**src/rtl/array_frame_feeder.sv**
```systemverilog
// Byte FIFO that emits FRAME_LEN-byte frames (zero-padded on flush); first beat registered one edge after a frame's worth is queued; downstream cannot stall, producer is throttled by in_ready.
// Define FEEDER_CHECKSUM_EN to add out_csum, the mod-256 sum of the frame presented on the eof beat.
module array_frame_feeder #(
    parameter int DEPTH     = 16,
    parameter int FRAME_LEN = 8
) (
    input  logic                   clk,
    input  logic                   rst,
    input  logic                   in_valid,
    input  logic [7:0]             in_data,
    output logic                   in_ready,
    input  logic                   flush,
    output logic                   out_valid,
    output logic [7:0]             out_data,
    output logic                   out_sof,
    output logic                   out_eof,
    output logic                   ovf,
    output logic [$clog2(DEPTH):0] level
`ifdef FEEDER_CHECKSUM_EN
    ,
    output logic [7:0]             out_csum
`endif
);

    localparam int AW = $clog2(DEPTH);
    localparam int LW = AW + 1;
    localparam int CW = $clog2(FRAME_LEN) + 1;
    localparam logic [LW-1:0] FL_LVL    = LW'(FRAME_LEN);
    localparam logic [LW-1:0] DEPTH_LVL = LW'(DEPTH);
    localparam logic [CW-1:0] FL_CNT    = CW'(FRAME_LEN);

    typedef enum logic [1:0] {S_IDLE, S_BURST, S_PAD} state_t;

    state_t        r_state, w_next;
    logic [7:0]    r_mem [DEPTH];
    logic [AW-1:0] r_wptr, r_rptr;
    logic [LW-1:0] r_level, r_n, w_start_n;
    logic [CW-1:0] r_cnt;
    logic          r_out_valid, r_out_sof, r_out_eof, r_ovf;
    logic [7:0]    r_out_data, w_beat_data;
    logic          w_in_ready, w_push, w_pop, w_beat, w_start, w_zero, w_last;

    assign w_in_ready  = (r_level != DEPTH_LVL);
    assign w_push      = in_valid && w_in_ready;
    assign w_beat_data = w_zero ? 8'h00 : r_mem[r_rptr];
    // The opening beat can never be the last one because FRAME_LEN >= 2.
    assign w_last      = w_beat && !w_start && (r_cnt == FL_CNT - CW'(1));

    always_comb begin
        w_next    = r_state;
        w_pop     = 1'b0;
        w_beat    = 1'b0;
        w_start   = 1'b0;
        w_zero    = 1'b0;
        w_start_n = FL_LVL;
        case (r_state)
            S_IDLE: begin
                if (r_level >= FL_LVL) begin
                    w_start = 1'b1;
                end else if (flush && r_level != '0) begin
                    w_start   = 1'b1;
                    w_start_n = r_level;
                end
                if (w_start) begin
                    w_pop  = 1'b1;
                    w_beat = 1'b1;
                    w_next = S_BURST;
                end
            end
            S_BURST: begin
                // r_n freezes the frame's byte count so later pushes wait for the next frame.
                if (r_cnt == FL_CNT) begin
                    w_next = S_IDLE;
                end else if (LW'(r_cnt) < r_n) begin
                    w_pop  = 1'b1;
                    w_beat = 1'b1;
                end else begin
                    w_beat = 1'b1;
                    w_zero = 1'b1;
                    w_next = S_PAD;
                end
            end
            S_PAD: begin
                if (r_cnt == FL_CNT) begin
                    w_next = S_IDLE;
                end else begin
                    w_beat = 1'b1;
                    w_zero = 1'b1;
                end
            end
            default: w_next = S_IDLE;
        endcase
    end

    always_ff @(posedge clk) begin
        if (w_push) begin
            r_mem[r_wptr] <= in_data;
        end
    end

    always_ff @(posedge clk or posedge rst) begin
        if (rst) begin
            r_state     <= S_IDLE;
            r_wptr      <= '0;
            r_rptr      <= '0;
            r_level     <= '0;
            r_n         <= '0;
            r_cnt       <= '0;
            r_out_valid <= 1'b0;
            r_out_sof   <= 1'b0;
            r_out_eof   <= 1'b0;
            r_out_data  <= 8'h00;
            r_ovf       <= 1'b0;
        end else begin
            r_state <= w_next;
            if (w_push) begin
                r_wptr <= r_wptr + AW'(1);
            end
            if (w_pop) begin
                r_rptr <= r_rptr + AW'(1);
            end
            case ({w_push, w_pop})
                2'b10:   r_level <= r_level + LW'(1);
                2'b01:   r_level <= r_level - LW'(1);
                default: r_level <= r_level;
            endcase
            if (w_start) begin
                r_n   <= w_start_n;
                r_cnt <= CW'(1);
            end else if (w_beat) begin
                r_cnt <= r_cnt + CW'(1);
            end
            r_out_valid <= w_beat;
            r_out_sof   <= w_start;
            r_out_eof   <= w_last;
            if (w_beat) begin
                r_out_data <= w_beat_data;
            end
            if (in_valid && !w_in_ready) begin
                r_ovf <= 1'b1;
            end
        end
    end

`ifdef FEEDER_CHECKSUM_EN
    logic [7:0] r_csum_acc, r_out_csum;

    always_ff @(posedge clk or posedge rst) begin
        if (rst) begin
            r_csum_acc <= 8'h00;
            r_out_csum <= 8'h00;
        end else begin
            if (w_start) begin
                r_csum_acc <= w_beat_data;
            end else if (w_beat) begin
                r_csum_acc <= r_csum_acc + w_beat_data;
            end
            r_out_csum <= w_last ? (r_csum_acc + w_beat_data) : 8'h00;
        end
    end

    assign out_csum = r_out_csum;
`endif

    assign in_ready  = w_in_ready;
    assign out_valid = r_out_valid;
    assign out_data  = r_out_data;
    assign out_sof   = r_out_sof;
    assign out_eof   = r_out_eof;
    assign ovf       = r_ovf;
    assign level     = r_level;

endmodule

```
**config.mk**
```make
export PLATFORM = sky130hd
export DESIGN_NAME = array_frame_feeder
export DESIGN_NICKNAME = d
export VERILOG_FILES = /design/src/rtl/array_frame_feeder.sv
export SDC_FILE = /design/constraint.sdc
export NUM_CORES = 1
export LEC_CHECK = 0
export BUFFER_PORTS_ARGS = -buffer_cell sky130_fd_sc_hd__clkbuf_2
export CAP_MARGIN = 20
export CORE_UTILIZATION = 61
export DETAILED_ROUTE_END_ITERATION = 10
export GPL_TIMING_DRIVEN = 0
export PLACE_DENSITY = 0.79
export REMOVE_ABC_BUFFERS = 1
export SLEW_MARGIN = 20
export SYNTH_ARGS = -nofsm -noshare
export SYNTH_HDL_FRONTEND = slang
export SYNTH_SLANG_ARGS = --single-unit
```
**constraint.sdc**
```tcl
create_clock -name clk -period 3.45 [get_ports clk]
set_input_delay 0.69 -clock clk [delete_from_list [all_inputs] [get_ports clk]]
set_output_delay 0.69 -clock clk [all_outputs]
set_load 0.01 [all_outputs]
```
==> Word level (Yosys, flattened, before mapping) <==
Memory sizes are Yosys's and may differ from the RTL's.
Cells that the tools add are included.
{ "classes": {"add_sub_neg": 5, "magnitude_cmp": 2, "n_eq_ne": 10, "mux": 27, "reduce_logical": 13} }
{ "op_table": {"columns": ["operator", "n"], "rows": [
  ["$mux 5", 3],
  ["$add 4x1->4 const B", 3],
  ["$mux 1", 12],
  ["$pmux 5 s2", 1],
  ["$mux 2", 4],
  ["$mux 4", 2],
  ["$mux 8", 1],
  ["$pmux 1 s2", 3],
  ["$pmux 2 s3", 1],
  ["$add 5x1->5 const B", 1],
  ["$ge 5x4->1 const B", 1],
  ["$logic_and 1x1->1", 5],
  ["$lt 4x5->1", 1],
  ["$ne 5x5->1 const B", 1],
  ["$reduce_bool 5->1", 1],
  ["$sub 5x1->5 const B", 1],
  ["$eq 2x1->1 const B", 2],
  ["$eq 2x2->1 const B", 2],
  ["$eq 4x3->1 const B", 1],
  ["$eq 4x4->1 const B", 1],
  ["$reduce_bool 2->1", 2],
  ["$ne 3x3->1 const B", 1],
  ["$reduce_and 3->1", 1],
  ["$logic_not 1->1", 2],
  ["4 further kinds", 4]
]} }
{ "totals": {"register_bits": 36, "mem_bits_rw": 128, "inputBits": 12, "output_inout_bits": 18, "elab_cells": 69, "memories": 1} }
{ "memory_table": {"columns": ["memory", "depth", "word_bits", "rd", "rd_ports_with_merged_regs", "wr", "line", "rtl"], "rows": [
  ["r_mem", 16, 8, 1, 0, 1, "35", "logic [7:0] r_mem [DEPTH];"]
]} }

==> Logic depth before layout (Yosys ltp) <==
Gate-level depths: netlist (run 1).
{ "logic_depth": {"depth_word": 9, "ltp_mapped": 13, "depth_no_buf": 13} }

==> Worst setup path after synthesis (run 1) <==
No wires, ideal clock.
{ "synth_path": {"path_kind": "register -> register", "start": "register r_level[0], in the netlist level[0]", "end": "register r_level[4], in the netlist level[4]", "setup_time_ns": 0.129, "arrival_ns": 2.828, "required_ns": 3.321, "slack_ns": 0.492, "stages_incl_launch_ff": 13, "n_path_buf": 1, "period_less_slack_ns": 2.958, "cell_sequence": "dfrtp_1 > or3_4 > or3b_4 > and2_4 > buf_6 > inv_1 > ha_1 > ha_1 > a21o_1 > a21oi_1 > xor2_1 > nor2_1 > xor2_1"} }
{ "synth_between": {"word_cells_on_any_way": 16, "cone_classes": "2 x add/sub; 1 x order compare; 3 x eq/ne; 6 x mux; 4 x reduce/logical"} }
{ "synth_rtl": {"columns": ["item", "line", "rtl"], "rows": [
  ["start, declared", "37", "logic [LW-1:0] r_level, r_n, w_start_n;"],
  ["start signal, assigned", "123", "2'b10: r_level <= r_level + LW'(1);"],
  ["start signal, assigned", "124", "2'b01: r_level <= r_level - LW'(1);"],
  ["start signal, assigned", "125", "default: r_level <= r_level;"],
  ["$ne 5x5->1 (*)", "43", "assign w_in_ready = (r_level != DEPTH_LVL);"],
  ["via in_ready", "11", "output logic in_ready,"],
  ["$logic_and 1x1->1 (*)", "44", "assign w_push = in_valid && w_in_ready;"],
  ["$eq 2x1->1 or $eq 2x2->1 (tied branches)", "122", "case ({w_push, w_pop})"],
  ["$pmux 5 s2 or $reduce_bool 2->1 (tied branches)", null, null]
]} }
Mark *: on every way through the listed nets, which the timed path passes. The rest lies on a longest branch. The select of a mux whose other input is x is not followed.
A chain may end at the register's enable or synchronous reset.

==> Worst setup path in the final report (run 1) <==
{ "layout_path": {"start": "register r_level[0], in the netlist level[0]", "end": "register r_level[4], in the netlist level[4]"} }
{ "layout_between": {"elab_chain_len": 9, "word_cells_on_any_way": 16, "cone_classes": "2 x add/sub; 1 x order compare; 3 x eq/ne; 6 x mux; 4 x reduce/logical"} }
{ "layout_rtl": {"columns": ["item", "line", "rtl"], "rows": [
  ["parallel branches: the longest is 3 deep, another holds $ge 5x4->1", null, null],
  ["$mux 1 (*)", "58", "if (r_level >= FL_LVL) begin"],
  ["$mux 1 (*)", "56", "case (r_state)"],
  ["$mux 1 (*)", "64", "if (w_start) begin"],
  ["$pmux 1 s2 (*)", "56", null],
  ["via w_pop", "41", "logic w_in_ready, w_push, w_pop, w_beat, w_start, w_zero, w_last;"],
  ["$eq 2x1->1 or $eq 2x2->1 (tied branches)", "122", null],
  ["$pmux 5 s2 or $reduce_bool 2->1 (tied branches)", null, null]
]} }
Mark *: on every way through the listed nets, which the timed path passes. The select of a mux whose other input is x is not followed.

==> results of run 1 <==
per-layer routing:
layer / GRT usage / up-vias / wire length (um)
met5: 0 / - / 0
met4: 0.114 / 0 / 418
met3: 0.0772 / 31 / 850
met2: 0.417 / 121 / 7050
met1: 0.336 / 1847 / 5350
li1: - / 1595 / -
final cells by class:
class                   count  area, um^2
repair buffers             30         173
flip-flops and latches    164        4750
well taps                 140         175
clock inverters            11         125
multi-input cells         204        1890
fillers                   663        3170
clock buffers              21         449
inverters                  15        56.3
sequential cells by signal (all words and copies together) (netlist names):
register / flops
level: 5
out_data: 8
out_eof: 1
out_sof: 1
out_valid: 1
ovf: 1
r_cnt: 4
r_mem: 128
r_n: 5
r_rptr: 4
r_state: 2
r_wptr: 4
logic make-up after synthesis:
group	Yosys count
DFF	164
and+or+nand+nor	85
AOI/OAI and AO/OA	52
muxes	36
buffers and inverters	33
adders and majority gates	19
xor gates and xnor gates	12
worst reg2reg max path: cells and delay by family (launching register included):
kind	cells	cell delay [ns]
and+or+nand+nor	4	0.86
adders and majority gates	2	0.75
AOI/OAI and AO/OA	3	0.68
DFF	1	0.47
xor gates and xnor gates	2	0.33
where the power goes:
part / internal, mW / switching [mW] / total, mW
sequential: 2.50 / 0.402 / 2.90
clock: 1.07 / 0.759 / 1.83
combinational: 1.01 / 1.18 / 2.19
total: 4.58 / 2.34 / 6.92
placed cells by master, fill, tap and decap left out, drive strengths merged, types with 5 or more instances in the layout:
master | Yosys | layout
edfxtp | 128 | 128
a21oi | 9 | 9
xor2 | 6 | 6
dfrtp | 36 | 36
nor3 | 5 | 5
a22oi | 16 | 16
o21ai | 13 | 13
xnor2 | 6 | 6
mux4 | 32 | 32
nor2 | 14 | 14
clkinv | 0 | 5
ha | 18 | 18
clkbuf | 7 | 50
nand2 | 46 | 46
inv | 15 | 18
stage by stage:
| step | worst slack, ns | total power, mW | instance area (um^2) | cells | hold WS [ns] |
|---|---|---|---|---|---|
| 4_1_cts | 0.0732 | 6.96 | 7610 | 585 | 0.308 |
| 6_report | 0.251 | 6.92 | 7620 | 585 | 0.291 |
| 5_1_grt | 0.0322 | 7.31 | 7620 | 585 | 0.344 |
| 3_3_place_gp | 0.209 | 4.95 | 6990 | 552 | 0.461 |
| 3_5_place_dp | 0.175 | 5.08 | 7030 | 553 | 0.470 |
| 2_1_floorplan | 0.417 | 4.39 | 6670 | 383 | 0.447 |
worst paths after layout:
check	endpoint	depth (start not counted)
hold / removal	level[3]	2
min in group clk	ovf	3
setup / recovery	level[4]	11
hold reg to reg	ovf	1
max in group asynchronous	r_rptr[0]	2
setup reg to reg	level[4]	11
timing repair:
action	4_1_cts	5_1_grt
endpoints found under the setup margin	0	1
gates resized for setup	0	1
setup buffers	0	0
==> flow_summary.yaml, run 1 <==
critical_path:
  reg2reg_from: "level[0]"
  cp_top_family: "simple AND/OR/NAND/NOR gates"
  arrival_ns: 3.60
  critPathBufInv: 0
  cpPeakStageDelay_ns: 0.47
  criticalPathCategory: "reg -> reg"
  critical_path.slowest_cell: "dfrtp_1"
  crit_start: "level[0]"
  crit_fanout: 11
  r2r_setup_slack_ns: 0.25
  path_common_cell: "xor2_1"
  worstPathCellList: "or3_4 > a211o_1 > nand2_2 > nand2_1 > ha_1 > fa_1 > a21o_1 > a21oi_1 > xor2_1 > nor2_1 > xor2_1"
  endpoint_kind: "flip-flop"
  critPathLaunchType: "flip-flop"
  required_ns: 3.86
synthesis:
  synth_edf_count: 128
  ys_seq_area_frac: 0.702
  syn_area_per_cell_um2: 16.8
  synthCells: 401
  synthAdderAreaFrac: 0.0363
  synth_xor_area_frac: 0.0156
  synth_top_family_by_area: "multiplexers"
  synthDominantCellAreaShare: 0.569
  yosys_register_bits: 164
  synth_common_cells: "128 x edfxtp_1, 45 x nand2_1, 36 x dfrtp_1, 32 x mux4_2, 18 x ha_1"
  synth_mux_area_frac: 0.113
  synth_ff_type: "edfxtp_1"
  async_flop_share: 0.220
  syn_area_mm2: 0.00676
  synth.most_common_cell: "edfxtp_1"
  synth_top_cell_by_area: "edfxtp_1"
  ys_warn_count: 0
  synthSimpleGateAreaFrac: 0.0604
  synth-compound-area-share: 0.0515
  yosysUniqueCellTypes: 46
  synthTopCellsByArea: "edfxtp_1 57%, dfrtp_1 13%, mux4_2 11%"
timing:
  tightest_slew_ns: 0.851
  max_freq_mhz: 313
  slew_viol_final: 0
  fin_crit_ns: 3.20
  rsz0062_at_grt: "no"
  setup_violations: 0
  hold_viol: 0
  final.setup.tns_ns: 0
  clock_skew_ns: 0.00860
  relSlewSlack: 0.430
  post-route-period-util: 0.927
detailed_routing:
  dr.pass1.iters: 6
  wl_um: 13700
  drt_iter0_markers: 280
  antenna_left: 0
  routed_via_density: 6.14
  drc: 0
  via_count: 3594
  wire_per_inst_um: 23.4
run:
  drv_cap: 0
finish:
  drive_above_1_share: 0.247
  nNetsFinal: 463
  antenna_cells: 0
  area_growth_pct: 12.8
  fin_util: 0.706
cts:
  cts_hold_repair.buffers: 0
  clk_latency_ns: 0.52
  tritoncts: "yes"
  cts_buffers: 17
  clockBufferDepth: 2
  clockRootBuffer: "clkbuf_8"
  htreeDepth: 4
  clk_pin_slew_ns: 0.06
  cts_num_sinks: 164
grt:
  gr-total-overflow: 0
  grt_pass1_wl_um: 20800
  grt_max_degree: 37
  antenna_found_initial: 0
  grt_pass1_vias: 3620
  grt_usage: 0.261
die:
  die_y_um: 107
  io_pins: 30
  row_count: 38
  initial_utilization: 0.626
  coreArea_mm2: 0.0108
  die_w_um: 107
  dieArea_mm2: 0.0115
min_path:
  hp-class: "in -> async"
place:
  gp_congestion: 0.737
  dp_hpwl_um: 8250
  io_buffers: 29
pwr:
  irDropWorstVdd_mv: 0.496
  p_leak_nw: 2.79
  p_per_area_mw_per_mm2: 909
run_status:
  outcome: "finished clean"
No activity file was read; power rests on OpenSTA's default activity.
==> inputs of run 2 (changes only) <==
--- a/config.mk
+++ b/config.mk
@@ -5,6 +5,7 @@
 export SDC_FILE = /design/constraint.sdc
 export NUM_CORES = 1
 export LEC_CHECK = 0
+export ABC_AREA = 1
 export BUFFER_PORTS_ARGS = -buffer_cell sky130_fd_sc_hd__clkbuf_2
 export CAP_MARGIN = 20
 export CORE_UTILIZATION = 61
==> run 2 against run 1 <==
  * Flip-flop and latch count did not move
  * The flow now finishes with violations (DRC)
  * Hold slack improved by 0.084 ns
  * Setup slack improved by 0.50 ns
  * Clock power rose by 3%
  * Largest cell class unchanged
  * Largest power group unchanged
==> flow_summary.yaml, run 2 <==
run_status:
  outcome: "finished with violations"
  violations: "DRC"
cts:
  htreeDepth: 4
  clk_latency_ns: 0.43
  cts_buffers: 17
  tritoncts: "yes"
  clockBufferDepth: 2
  cts_hold_repair.buffers: 0
  post_cts_buffers: 0
  cts_num_sinks: 164
  clk_pin_slew_ns: 0.06
  cts.repair.resized: 0
  clockRootBuffer: "clkbuf_16"
timing:
  fin_crit_ns: 2.70
  final.setup.tns_ns: 0
  setup_violations: 0
  hold_viol: 0
  post-route-period-util: 0.782
  clock_skew_ns: 0.00827
  max_freq_mhz: 371
  rsz0062_at_grt: "no"
  slew_viol_final: 0
  tightest_slew_ns: 0.916
  relSlewSlack: 0.387
synthesis:
  synth_common_cells: "211 x nand2_1, 128 x edfxtp_1, 96 x nand3_1, 58 x inv_1, 51 x nor2_1"
  synth_edf_count: 128
  syn_area_per_cell_um2: 10.6
  synthCells: 684
  yosys_register_bits: 164
  synth_top_cell_by_area: "edfxtp_1"
  synthTopCellsByArea: "edfxtp_1 53%, dfrtp_1 12%, nand2_1 11%"
  syn_area_mm2: 0.00725
  async_flop_share: 0.220
  ys_warn_count: 0
  synthDominantCellAreaShare: 0.530
  ys_seq_area_frac: 0.655
  synth.most_common_cell: "nand2_1"
  yosysUniqueCellTypes: 36
  synth_ff_type: "edfxtp_1"
grt:
  gr-total-overflow: 0
  antenna_found_initial: 0
  grt_pass1_vias: 4837
  grt_pass1_wl_um: 25000
  grt_max_degree: 73
  grt_usage: 0.273
die:
  die_w_um: 111
  row_count: 39
  coreArea_mm2: 0.0115
  initial_utilization: 0.629
  io_pins: 30
  die_y_um: 111
  dieArea_mm2: 0.0123
min_path:
  hp-class: "in -> async"
place:
  dp_hpwl_um: 9360
  gp_congestion: 0.807
  io_buffers: 29
  place_inst: 834
detailed_routing:
  wl_um: 15500
  dr.pass1.iters: 9
  via_count: 4947
  wire_per_inst_um: 17.9
  drc: 4
  antenna_left: 0
  routed_via_density: 5.71
  drt_iter0_markers: 654
critical_path:
  required_ns: 3.80
  crit_fanout: 8
  arrival_ns: 3.04
  criticalPathCategory: "reg -> reg"
  worstPathCellList: "ha_1 > inv_1 > nor2_1 > nand3b_1 > nand4_1 > nand2_2 > ha_1 > fa_1 > nand2_1 > nand2_1 > a21oi_1 > xor2_1 > nand2_1 > o21ai_0"
  cp_top_family: "adder cells"
  critPathLaunchType: "flip-flop"
  cpPeakStageDelay_ns: 0.43
  path_common_cell: "nand2_1"
  critical_path.slowest_cell: "dfrtp_1"
  critPathBufInv: 1
  endpoint_kind: "flip-flop"
finish:
  ff_latch_area_mm2: 0.00475
  fin_util: 0.697
  antenna_cells: 0
  multi_input_comb_area_mm2: 0.00211
  final_common_cell: "nand2_1"
  fill_cells: 783
  layout.cells.non_filler: 866
  final_cell_mix: "211 x nand2_1, 128 x edfxtp_1, 96 x nand3_1"
  nNetsFinal: 741
  largest_reg_flops: 128
  drive_above_1_share: 0.113
  area_growth_pct: 10.7
  regMostFlops: "r_mem"
pwr:
  p_leak_nw: 3.38
  irDropWorstVdd_mv: 0.476
  p_per_area_mw_per_mm2: 928
  fin_total_pwr_mw: 7.45
run:
  drv_cap: 0
-- run 2: metal layers --
metal	global-route usage	part of all wire	vias up	wire length, um
met2	0.429	0.48	235	7510
met1	0.365	0.41	2351	6380
met4	0.121	0.025	0	387
li1	-	-	2331	-
met5	0	0	-	0
met3	0.0645	0.081	30	1250
-- run 2: per-stage QoR --
step                hold WS, ns  setup WS, ns  instance area [um^2]
floorplan                 0.442         0.932                  7110
global placement          0.460        -0.210                  7430
detailed placement        0.466         0.817                  7430
CTS                       0.405         0.772                  8020
global route              0.436         0.535                  8030
finish                    0.374         0.753                  8030
-- run 2: final timing paths --
| kind | slack, ns | start | cells after the start | endpoint |
|---|---|---|---|---|
| max in group asynchronous | 2.51 | rst | 2 | r_rptr[0] |
| setup reg to reg | 0.75 | r_cnt[3] | 14 | level[4] |
| hold / removal | 0.37 | rst | 2 | level[0] |
| hold reg to reg | 0.48 | ovf | 1 | ovf |
| min in group clk | 0.48 | ovf | 1 | ovf |
| setup / recovery | 0.75 | r_cnt[3] | 14 | level[4] |
-- run 2: cell families after synthesis --
group                    after synthesis  share of synthesized area
AO/OA/AOI/OAI                         31                     0.0264
XOR/XNOR                              10                     0.0121
adder cells (fa/ha/maj)               19                     0.0338
buffers and inverters                 87                     0.0539
flip-flops                           164                      0.655
AND/OR/NAND/NOR                      373                      0.219
-- run 2: final cells by class --
cell class	instances	area share
flip-flops and latches	164	0.592
inverters	65	0.0310
well taps	143	0.0223
repair buffers	29	0.0181
clock buffers	18	0.0535
multi-input cells	433	0.263
clock inverters	14	0.0201
-- run 2: worst reg2reg max path: stages (launching register included) --
cell      delay (ns)
dfrtp_1         0.43
ha_1            0.29
inv_1           0.03
nor2_1          0.12
nand3b_1        0.11
nand4_1         0.17
nand2_2         0.16
ha_1            0.31
fa_1            0.41
nand2_1         0.09
nand2_1         0.05
a21oi_1         0.15
xor2_1          0.15
nand2_1         0.06
o21ai_0         0.08
-- run 2: where the power goes --
part | switching (mW) | internal [mW]
Sequential | 0.428 | 2.50
Combinational | 1.77 | 0.876
Clock | 0.748 | 1.13
==> inputs of run 3 (changes only) <==
==> constraint.sdc (replaced) <==
create_clock -name clk -period 2.8 [get_ports clk]
set_input_delay 0.56 -clock clk [delete_from_list [all_inputs] [get_ports clk]]
set_output_delay 0.56 -clock clk [all_outputs]
set_load 0.01 [all_outputs]
==> run 3 against run 2 <==
  * The flow still finishes with violations (DRC)
  * Critical path depth stayed put
  * Non-clock buffer count stayed put
  * Final cell count stayed put
  * Largest power group unchanged
==> flow_summary.yaml, run 3 (synthesized netlist as in run 2, its figures left out) <==
timing:
  fin_ws_ns: 0.213
  clock_skew_ns: 0.00888
  max_freq_mhz: 387
  hold_viol: 0
  tightest_slew_ns: 0.963
  setup_violations: 0
  final.setup.tns_ns: 0
  fin_hold_ws_ns: 0.243
  rsz0062_at_grt: "no"
  post-route-period-util: 0.924
  slew_viol_final: 0
  fin_crit_ns: 2.59
  relSlewSlack: 0.356
die:
  row_count: 39
  initial_utilization: 0.629
  io_pins: 30
  coreArea_mm2: 0.0115
  die_y_um: 111
  dieArea_mm2: 0.0123
  die_w_um: 111
critical_path:
  required_ns: 3.15
  worstPathCellList: "ha_1 > inv_1 > nor2_1 > nand3b_1 > nand4_1 > nand2_4 > ha_2 > fa_1 > nand2_1 > nand2_1 > a21oi_1 > xor2_1 > nand2_1 > o21ai_0"
  arrival_ns: 2.93
  critPathLaunchType: "flip-flop"
  cpPeakStageDelay_ns: 0.43
  crit_fanout: 8
  criticalPathCategory: "reg -> reg"
  critical_path.slowest_cell: "dfrtp_1"
  critPathBufInv: 1
  cp_top_family: "adder cells"
  endpoint_kind: "flip-flop"
  path_common_cell: "nand2_1"
place:
  placed_cell_area_mm2: 0.00743
  place_inst: 834
  gp_congestion: 0.807
  io_buffers: 29
  pre_cts_slack_ns: 0.167
  dp_hpwl_um: 9360
finish:
  area_growth_pct: 10.8
  final_cell_mix: "211 x nand2_1, 128 x edfxtp_1, 96 x nand3_1"
  final_common_cell: "nand2_1"
  nNetsFinal: 741
  drive_above_1_share: 0.115
  regMostFlops: "r_mem"
  fin_area_mm2: 0.00803
  antenna_cells: 0
  largest_reg_flops: 128
  fin_util: 0.698
  layout.cells.non_filler: 866
cts:
  clockRootBuffer: "clkbuf_16"
  clk_latency_ns: 0.43
  cts_hold_repair.buffers: 0
  htreeDepth: 4
  clk_pin_slew_ns: 0.06
  tritoncts: "yes"
  cts_buffers: 17
  clockBufferDepth: 2
  cts_num_sinks: 164
run:
  drv_cap: 0
detailed_routing:
  wl_um: 15500
  dr.pass1.iters: 9
  drc: 4
  drt_iter0_markers: 624
  via_count: 4973
  wire_per_inst_um: 17.9
  antenna_left: 0
  routed_via_density: 5.74
pwr:
  irDropWorstVdd_mv: 0.587
  p_leak_nw: 3.38
  p_per_area_mw_per_mm2: 1150
  fin_total_pwr_mw: 9.21
grt:
  grt_pass1_wl_um: 25000
  grt_max_degree: 73
  gr-total-overflow: 0
  antenna_found_initial: 0
  grt_pass1_vias: 4837
  grt_usage: 0.273
run_status:
  outcome: "finished with violations"
  violations: "DRC"
min_path:
  hp-class: "in -> async"
## run 3: cell counts in the layout (fill, tap and decap cells not counted)
No cell type changed its count.
## run 3: per-layer routing
metal,routed length [um],up-vias,track usage,part of all wire
met5,0,-,0,0
met4,386,0,0.121,0.025
met3,1320,26,0.0645,0.085
met2,7420,253,0.429,0.48
met1,6390,2363,0.365,0.41
li1,-,2331,-,-
## run 3: final timing paths
kind                           from   endpoint  slack [ns]  depth (start not counted)
setup / recovery           r_cnt[3]   level[4]        0.21                         14
hold / removal                  rst   level[0]        0.24                          2
setup reg to reg           r_cnt[3]   level[4]        0.21                         14
hold reg to reg                 ovf        ovf        0.48                          1
max in group asynchronous       rst  r_rptr[0]        1.99                          2
min in group clk           in_valid        ovf        0.39                          3
## run 3: worst register-to-register path, cell delays in order, from the launching register on
cell and delay, ns:
dfrtp_1 0.43, ha_1 0.29, inv_1 0.03, nor2_1 0.12, nand3b_1 0.11, nand4_1 0.18
nand2_4 0.13, ha_2 0.24, fa_1 0.39, nand2_1 0.09, nand2_1 0.05, a21oi_1 0.15
xor2_1 0.15, nand2_1 0.06, o21ai_0 0.08
## run 3: what timing repair did
action | CTS | global route
buffers inserted | 0 | 0
resized for setup | 0 | 2
setup endpoints to repair | 0 | 2
hold endpoints to repair | 0 | 0
## run 3: area by class of cell
class,instances,area [um^2]
fillers,780,3480
inverters,65,249
clock inverters,14,161
multi-input cells,433,2120
flip-flops and latches,164,4750
clock buffers,18,429
repair buffers,29,145
well taps,143,179
## run 3: report_power, final
group	internal, mW	leakage, nW	switching, mW
clock network	1.39	0.269	0.924
logic	1.09	1.51	2.19
registers	3.08	1.60	0.526
